## src/rtl/decoder_scan.sv

```systemverilog
// decoder_scan: registered one-hot decoder with a direct-select mode and an
// auto-scan mode that walks the index with a programmable dwell time.
//
// Ports
//   clk    in   1      sole clock, rising edge
//   rst    in   1      asynchronous active-high reset
//   en     in   1      block enable (0 forces OFF, has precedence over mode)
//   mode   in   1      0 = direct decode of code, 1 = auto-scan
//   code   in   N      select value in direct mode
//   dwell  in   DW     scan hold time in cycles minus one
//   out    out  2**N   registered one-hot of idx (all zero while OFF)
//   idx    out  N      registered index currently decoded
//   wrap   out  1      one-cycle pulse when scan wraps 2**N-1 -> 0
module decoder_scan #(
  parameter int N  = 3,
  parameter int DW = 4
) (
  input  logic            clk,
  input  logic            rst,
  input  logic            en,
  input  logic            mode,
  input  logic [N-1:0]    code,
  input  logic [DW-1:0]   dwell,
  output logic [2**N-1:0] out,
  output logic [N-1:0]    idx,
  output logic            wrap
);
  localparam int W = 2**N;

  typedef enum logic [1:0] {OFF, DIRECT, SCAN} state_t;

  state_t          state_q, state_d;
  logic [N-1:0]    idx_q, idx_d;
  logic [W-1:0]    out_q, out_d;
  logic [DW-1:0]   cnt_q, cnt_d;
  logic            wrap_q, wrap_d;

  // The registered outputs at each edge follow the state being entered, so
  // a mode/enable change takes effect on the same edge that samples it.
  always_comb begin
    state_d = OFF;
    if (en) state_d = mode ? SCAN : DIRECT;

    idx_d  = idx_q;
    cnt_d  = '0;
    wrap_d = 1'b0;
    out_d  = '0;

    case (state_d)
      DIRECT: idx_d = code;
      SCAN: begin
        // Entering SCAN keeps idx with a cleared counter, so the first
        // hold is a full dwell+1 cycles. Dwell is compared live, so a
        // lowered dwell below the running count advances immediately.
        if (state_q == SCAN) begin
          if (cnt_q >= dwell) begin
            idx_d  = idx_q + N'(1);
            wrap_d = (idx_q == {N{1'b1}});
          end else begin
            cnt_d = cnt_q + DW'(1);
          end
        end
      end
      default: ;
    endcase

    if (state_d != OFF) out_d[idx_d] = 1'b1;
  end

  always_ff @(posedge clk or posedge rst) begin
    if (rst) begin
      state_q <= OFF;
      idx_q   <= '0;
      out_q   <= '0;
      cnt_q   <= '0;
      wrap_q  <= 1'b0;
    end else begin
      state_q <= state_d;
      idx_q   <= idx_d;
      out_q   <= out_d;
      cnt_q   <= cnt_d;
      wrap_q  <= wrap_d;
    end
  end

  assign out  = out_q;
  assign idx  = idx_q;
  assign wrap = wrap_q;

endmodule

```

## config.mk

```make
export PLATFORM = sky130hd
export DESIGN_NAME = decoder_scan
export DESIGN_NICKNAME = d
export VERILOG_FILES = /design/src/rtl/decoder_scan.sv
export SDC_FILE = /design/constraint.sdc
export NUM_CORES = 1
export LEC_CHECK = 0
export BUFFER_PORTS_ARGS = -buffer_cell sky130_fd_sc_hd__buf_2
export CORE_UTILIZATION = 45
export CTS_CLUSTER_DIAMETER = 60
export DETAILED_ROUTE_END_ITERATION = 8
export PLACE_DENSITY = 0.67
export SLEW_MARGIN = 20
export SYNTH_ARGS = -nofsm -noshare
export SYNTH_HDL_FRONTEND = slang
export SYNTH_SLANG_ARGS = --single-unit
export TNS_END_PERCENT = 50
```

## constraint.sdc

```tcl
create_clock -name clk -period 5 [get_ports clk]
set_input_delay 1 -clock clk [delete_from_list [all_inputs] [get_ports clk]]
set_output_delay 1 -clock clk [all_outputs]
set_load 0.005 [all_outputs]
```

==> Word-level counts from Yosys, hierarchy flattened <==
Cells that the tools add are included.
W data, S select, Z words.
{ "totals": {"register_bits": 18, "input_bits": 11, "out_inout_bits": 12, "word_cells": 30} }
{ "op_classes": {"n_addsub": 2, "order_cmp": 3, "n_eq_ne": 4, "mux": 14, "n_reduce_logical": 2} }
{ "op_table": {"columns": ["op", "n"], "rows": [
  ["$mux W4", 3],
  ["$mux W8", 1],
  ["$mux W3", 2],
  ["$pmux W3 S2", 1],
  ["$add A4 B1 Y4 const B", 1],
  ["$eq A2 B2 Y1 const B", 2],
  ["$ge A4 B4 Y1", 1],
  ["$lt A3 B4 Y1 const B", 1],
  ["$mux W1", 4],
  ["$mux W2", 2],
  ["$add A3 B1 Y3 const B", 1],
  ["$demux W1 S3", 1],
  ["$eq A3 B3 Y1 const B", 1],
  ["$ge A3 B1 Y1 const B", 1],
  ["$eq A2 B1 Y1 const B", 1],
  ["$reduce_bool A2 Y1", 1],
  ["$logic_and A1 B1 Y1", 1]
]} }

==> Longest topological paths before layout <==
Gate-level depths: netlist (run 1).
{ "logic_depth": {"ltp_word": 9, "depth_mapped": 8, "mapped_depth_nobuf": 8} }

==> Worst setup path after synthesis (run 1) <==
OpenSTA, ideal clock, no wires.
{ "synth_timing": {"kind": "input-to-reg", "from": "input dwell[3]", "to": "register out_q[2], in the netlist out[2]", "setup_time_ns": 0.136, "arrival_ns": 2.398, "required_time_ns": 4.864, "slack_ns": 2.465, "path_stages": 8, "n_path_buf": 0, "path_cell_list": "inv_1 -> ha_1 -> or3_4 -> a211o_1 -> a31oi_1 -> a311oi_4 -> inv_2 -> nor3_1"} }
{ "synth_via": {"elab_chain_cells": 9, "elab_cells_between_ends": 10, "classes_between": "order compare (3); mux (6); reduce/logical (1)"} }
{ "synth_lines": {"columns": ["element", "line", "source"], "rows": [
  ["start, declared", "23", "input logic [DW-1:0] dwell,"],
  ["$ge A4 B4 Y1 *", "56", "if (cnt_q >= dwell) begin"],
  ["$mux W3 *", "56", null],
  ["$mux W3 *", "55", "if (state_q == SCAN) begin"],
  ["$pmux W3 S2 *", "49", "case (state_d)"],
  ["via idx_d[2]", "33", "logic [N-1:0] idx_q, idx_d;"],
  ["$lt A3 B4 Y1 (implied by the code) / $ge A3 B1 Y1 (equally long branches)", "67", "if (state_d != OFF) out_d[idx_d] = 1'b1;"],
  ["$logic_and A1 B1 Y1 (implied by the code)", "67", null],
  ["$mux W1 (implied by the code)", "67", null],
  ["$demux W1 S3 *", "67", null],
  ["$mux W8 *", "67", null],
  ["via out_d[2]", "34", "logic [W-1:0] out_q, out_d;"],
  ["end signal, assigned", "80", "out_q <= out_d;"],
  ["end, declared", "34", null]
]} }
The timed path passes the listed nets; every way through them passes the cells marked *.

==> Final worst setup path (run 1) <==
{ "layout_timing": {"from": "input dwell[3]", "to": "register out_q[1], in the netlist out[1]"} }
Same word-level chain as after synthesis.

==> impl_results.md, run 1 <==
* Status: completed
* CTS tree: yes
* Period Utilization, post-route at 0.5005
* Leak at 0.5809 nW
* Setup violators final at 0
* Clock Path Buffers at 2
* Worst setup SP type: input pin
* Overall Global Routing Usage at 0.1709
* Worst setup EP type: flop
* Final nets at 131
* Full die area at 0.002257 mm2
* Row Count at 16
* Final wirelength at 1.752 mm
* Share of the synthesized area in the top cell type at 0.4832
* Synth Instances at 87
* RSZ-0062 raised after global routing: no
* H-tree Lvls at 1
* Synth cell types at 29
* Critical Path RT at 5.20 ns
* Fin crit period at 2.503 ns
* CTS sink count at 18
* Initial antenna violation count at 0
* Final Hold Viols at 0
* Post-CTS Setup Bufs at 0
* Clock-pin transition on the worst setup and hold timing paths at 0.09 ns
* Area leader, netlist: dfrtp_1
* Max Transition Viols Final at 0
* Total gr overflow at 0
* Total Power Consumption at 0.3149 mW
* Final Skew at 0.002640 ns
* Synth area leaders: dfrtp_1, ha_1, a311oi_4
* Die H at 47.51 um
* Setup slack, reg-to-reg at 2.91 ns
* Cell area power density at 284.0 mW/mm2
* Global-route wire length before repair at 2.628 mm
* Number of flops mapped to enable cells by yosys at 0
* Drt pass-1 iters at 4
* Max Fanout on Critical Path at 5
* Max incr delay on CP at 0.39 ns
* CTS Hold Bufs at 0
* Sum of negative setup slack at 0 ns
* Synth top cells by count: dfrtp_1, inv_1, nor3_1, ha_1, nor2_1
* Register area share after synthesis at 0.4832
* Syn avg cell area at 10.71 um2
* Top-count cell post-synth: dfrtp_1
* Wire length per cell at 12.60 um
* Starting DRC count in detailed routing at 8
* Max-Cap Viols at 0
* Final ANT Viol Nets at 0
* Relative slew slack at 0.5654
* Fillers at 181
* Worst path slowest cell: or3_4
* Pin count of the biggest net entering global routing at 19
* Synthesized flop and latch total at 18
* Peak supply drop at 0.0001832 V
* Async set-reset flop share out of synthesis at 1.000
* Core area at 0.001962 mm2
* Vias per inst at 5.194
* IO Pins at 23
* Area Growth Syn to Fin at 18.93%
* Vias in the first global route at 651
* Antenna diodes at 0
* Initial core utilization at 0.4751
* Synth Cell Area at 932.1 um2
* Post_cts resized at 0
* Worst slew pin tran at 0.6512 ns
* Chip width at 47.51 um
* # port buffers at 22
* Fmax at 399.6 MHz
* HP Class: reg -> reg
* Ratio of cells with drive above 1 in the final layout at 0.3125
* Worst-Skew Late Latency at 0.29 ns
* Top_reg_cell synth: dfrtp_1
* Via count at 722
* Placer Congestion at 0.7759
* Ys Warns at 0
* HPWL after DPL at 1.399 mm
* Setup CP Type: in -> reg
* Syn nets at 105
* Reg area at 450.4 um2
* Multi-input logic area at 429.2 um2
* CTS buffer count at 3
* DRC Markers at 0
* CP arrival at 2.70 ns
* Worst-path cell chain: buf_2 > inv_1 > ha_1 > or3_4 > a21oi_4 > nor2_2 > a311oi_4 > inv_2 > nor3_1
* Clock root buffer: clkbuf_4
-- worst max-delay path: cells and delay by family --
family / cells / cell delay (ns)
adders and majority gates: 1 / 0.21
and+or+nand+nor: 3 / 0.72
AOI/OAI and AO/OA: 2 / 0.56
buffers and inverters: 3 / 0.22
-- state kept, by name, indices dropped and copies added (netlist names) --
name / flops
wrap: 1
idx: 3
state_q: 2
cnt_q: 4
out: 8
-- metrics by stage --
step	std cells	cell area (um2)	hold WS [ns]	util	setup slack [ns]
CTS	139	1109	0.5060	0.5651	2.499
global route	139	1109	0.5396	0.5651	2.386
global placement	135	1072	0.4834	0.5466	2.221
floorplan	87	932.1	0.4536	-	2.465
detailed placement	135	1072	0.4921	0.5466	2.187
finish	139	1109	0.5015	0.5651	2.497
-- cell usage in the layout, fill, tap and decap left out --
master / instances
nand3_1: 1
a311oi_4: 2
o311ai_0: 1
and3_1: 1
clkbuf_8: 1
nand2b_1: 2
nand2_1: 4
nor3_1: 9
o21ai_0: 2
o31ai_2: 1
a21oi_4: 1
inv_1: 11
clkbuf_4: 3
nor2_1: 6
buf_2: 22
and2_1: 2
inv_2: 2
xnor2_1: 1
or4_1: 2
a21oi_1: 1
or3_4: 1
or2_2: 1
xor2_1: 1
mux2i_1: 1
nor2b_1: 1
ha_1: 7
nor2_2: 1
a31oi_1: 3
dfrtp_1: 18
a211o_1: 1
o2111ai_1: 2
-- per-layer routing --
layer / up-vias / part of all wire / GRT usage
met5: - / 0 / 0
met4: 0 / 0.0068 / 0.06286
li1: 355 / - / -
met3: 2 / 0.041 / 0.06038
met2: 15 / 0.48 / 0.2712
met1: 350 / 0.47 / 0.2141
-- path summary, 6_finish.rpt --
kind	startpoint	endpoint	cells past startpoint
min reg2reg	cnt_q[0]	cnt_q[0]	1
max	dwell[3]	out[1]	9
max reg2reg	cnt_q[3]	out[1]	7
max in group asynchronous	rst	out[3]	2
min	cnt_q[0]	cnt_q[0]	1
min in group asynchronous	rst	idx[1]	2
-- final cells by class --
| class | instances | area share |
|---|---|---|
| sequential | 18 | 0.4063 |
| multi-input combinational | 55 | 0.3871 |
| timing repair buffer | 22 | 0.09932 |
| inverter | 13 | 0.04402 |
| clock buffer | 4 | 0.03273 |
| tap | 27 | 0.03047 |
-- kinds of logic (layout without fill, tap and decap cells) --
family | Yosys count | after routing | share of synthesized area
simple gates | 31 | 31 | 0.1758
flops | 18 | 18 | 0.4832
fa+ha+maj | 7 | 7 | 0.09396
compound gates | 14 | 14 | 0.1611
xor+xnor | 2 | 2 | 0.01880
buf+inv | 14 | 39 | 0.05638
mux | 1 | 1 | 0.01074
-- power by group --
| group | internal [mW] | switching, mW |
|---|---|---|
| combinational | 0.0278 | 0.0389 |
| sequential | 0.155 | 0.00673 |
| clock | 0.0443 | 0.0421 |
| total | 0.227 | 0.0877 |
No activity file was read; power rests on OpenSTA's default activity.
==> run 2: changes to the inputs <==
==> constraint.sdc (replaced) <==
create_clock -name clk -period 2.45 [get_ports clk]
set_input_delay 0.49 -clock clk [delete_from_list [all_inputs] [get_ports clk]]
set_output_delay 0.49 -clock clk [all_outputs]
set_load 0.005 [all_outputs]
==> impl_results.md, run 2 (same netlist as run 1, synthesis figures left out) <==
* Final ANT Viol Nets at 0
* Vias in the first global route at 638
* Initial antenna violation count at 0
* Fillers at 188
* Crit path capture: out[3]
* Worst-Skew Late Latency at 0.29 ns
* Reg area at 450.4 um2
* Worst setup SP type: flop
* Die H at 47.51 um
* Beginning of the critical path: cnt_q[2]
* H-tree Lvls at 1
* RSZ-0062 raised after global routing: no
* Setup CP Type: reg -> reg
* Placer Congestion at 0.7759
* Reg2reg end: out[3]
* HP Class: in -> async
* Cell area power density at 578.0 mW/mm2
* Period Utilization, post-route at 0.8495
* Max Fanout on Critical Path at 5
* Post_cts resized at 0
* Relative slew slack at 0.5518
* Max-Cap Viols at 0
* Final Hold Viols at 0
* Pin count of the biggest net entering global routing at 19
* Ratio of cells with drive above 1 in the final layout at 0.3125
* Leak at 0.5809 nW
* Sum of negative setup slack at 0 ns
* Starting DRC count in detailed routing at 8
* Setup violators final at 0
* Leading cell type in the layout, fill and taps excluded: buf_2
* Row Count at 16
* Critical Path RT at 2.61 ns
* Wire length per cell at 12.50 um
* Overall Global Routing Usage at 0.1748
* Final nets at 131
* CTS sink count at 18
* Drt pass-1 iters at 4
* CTS Hold Bufs at 0
* Full die area at 0.002257 mm2
* CTS tree: yes
* CTS buffer count at 3
* Vias per inst at 5.086
* Via count at 707
* Final Skew at 0.004750 ns
* Peak supply drop at 0.0004557 V
* DRC Markers at 0
* Clock root buffer: clkbuf_4
* Status: completed
* Worst R2R Path Depth at 6
* CP arrival at 2.24 ns
* Worst r2r src: cnt_q[2]
* # port buffers at 22
* Clock Path Buffers at 2
* Final wirelength at 1.738 mm
* Area Growth Syn to Fin at 18.93%
* Initial core utilization at 0.4751
* HPWL after DPL at 1.393 mm
* Multi-input logic area at 429.2 um2
* Total Power Consumption at 0.6408 mW
* Most frequent cells in the layout: buf_2, dfrtp_1, inv_1
* Total gr overflow at 0
* Worst setup EP type: flop
* Post-CTS Setup Bufs at 0
* Setup slack, reg-to-reg at 0.37 ns
* Fin crit period at 2.081 ns
* Antenna diodes at 0
* Global-route wire length before repair at 2.691 mm
* Worst slew pin tran at 0.6716 ns
* Chip width at 47.51 um
* Core area at 0.001962 mm2
* Number of flip-flops in the largest register at 8
* Fmax at 480.5 MHz
* Max Transition Viols Final at 0
* Clock-pin transition on the worst setup and hold timing paths at 0.10 ns
* IO Pins at 23
## run 2: final cells by class
cell class / count / share of cell area
multi-input cells: 55 / 0.3871
inverters: 13 / 0.04402
clock buffers: 4 / 0.03273
well taps: 27 / 0.03047
flip-flops and latches: 18 / 0.4063
repair buffers: 22 / 0.09932
## run 2: worst min-delay path by stage
stage / startpoint / endpoint / slack, ns
6_report: rst / out[5] / 0.28
5_1_grt: rst / out[5] / 0.32
4_1_cts: rst / out[5] / 0.29
3_5_place_dp: cnt_q[0] / cnt_q[0] / 0.49
3_3_place_gp: cnt_q[0] / cnt_q[0] / 0.48
2_1_floorplan: rst / cnt_q[0] / 0.43
## run 2: report_power, final
| part | internal [mW] | switching, mW |
|---|---|---|
| logic | 0.0567 | 0.0786 |
| registers | 0.316 | 0.0129 |
| clock network | 0.0906 | 0.0858 |
| total | 0.464 | 0.177 |
## run 2: through the flow
step / worst slack (ns) / cell area, um2 / std cells / util / hold WS [ns]
after floorplan: 0.4252 / 932.1 / 87 / - / 0.4286
after global placement: 0.1814 / 1072 / 135 / 0.5466 / 0.4834
after detailed placement: 0.1535 / 1072 / 135 / 0.5466 / 0.4911
after CTS: 0.3504 / 1109 / 139 / 0.5651 / 0.2906
after global routing: 0.2252 / 1109 / 139 / 0.5651 / 0.3195
final: 0.3686 / 1109 / 139 / 0.5651 / 0.2804
## run 2: routing by layer
metal,share of wire,track usage,up-vias
met5,0,0,-
met3,0.052,0.06038,2
met2,0.49,0.2767,14
li1,-,-,353
met4,0.0081,0.07429,0
met1,0.44,0.2165,338
## run 2: worst max-delay path: stages, from the launching register on
cell       delay, ns
dfrtp_1         0.42
ha_1            0.29
nor3_1          0.05
or2_2           0.34
or4_1           0.51
o2111ai_1       0.24
nor3_1          0.11
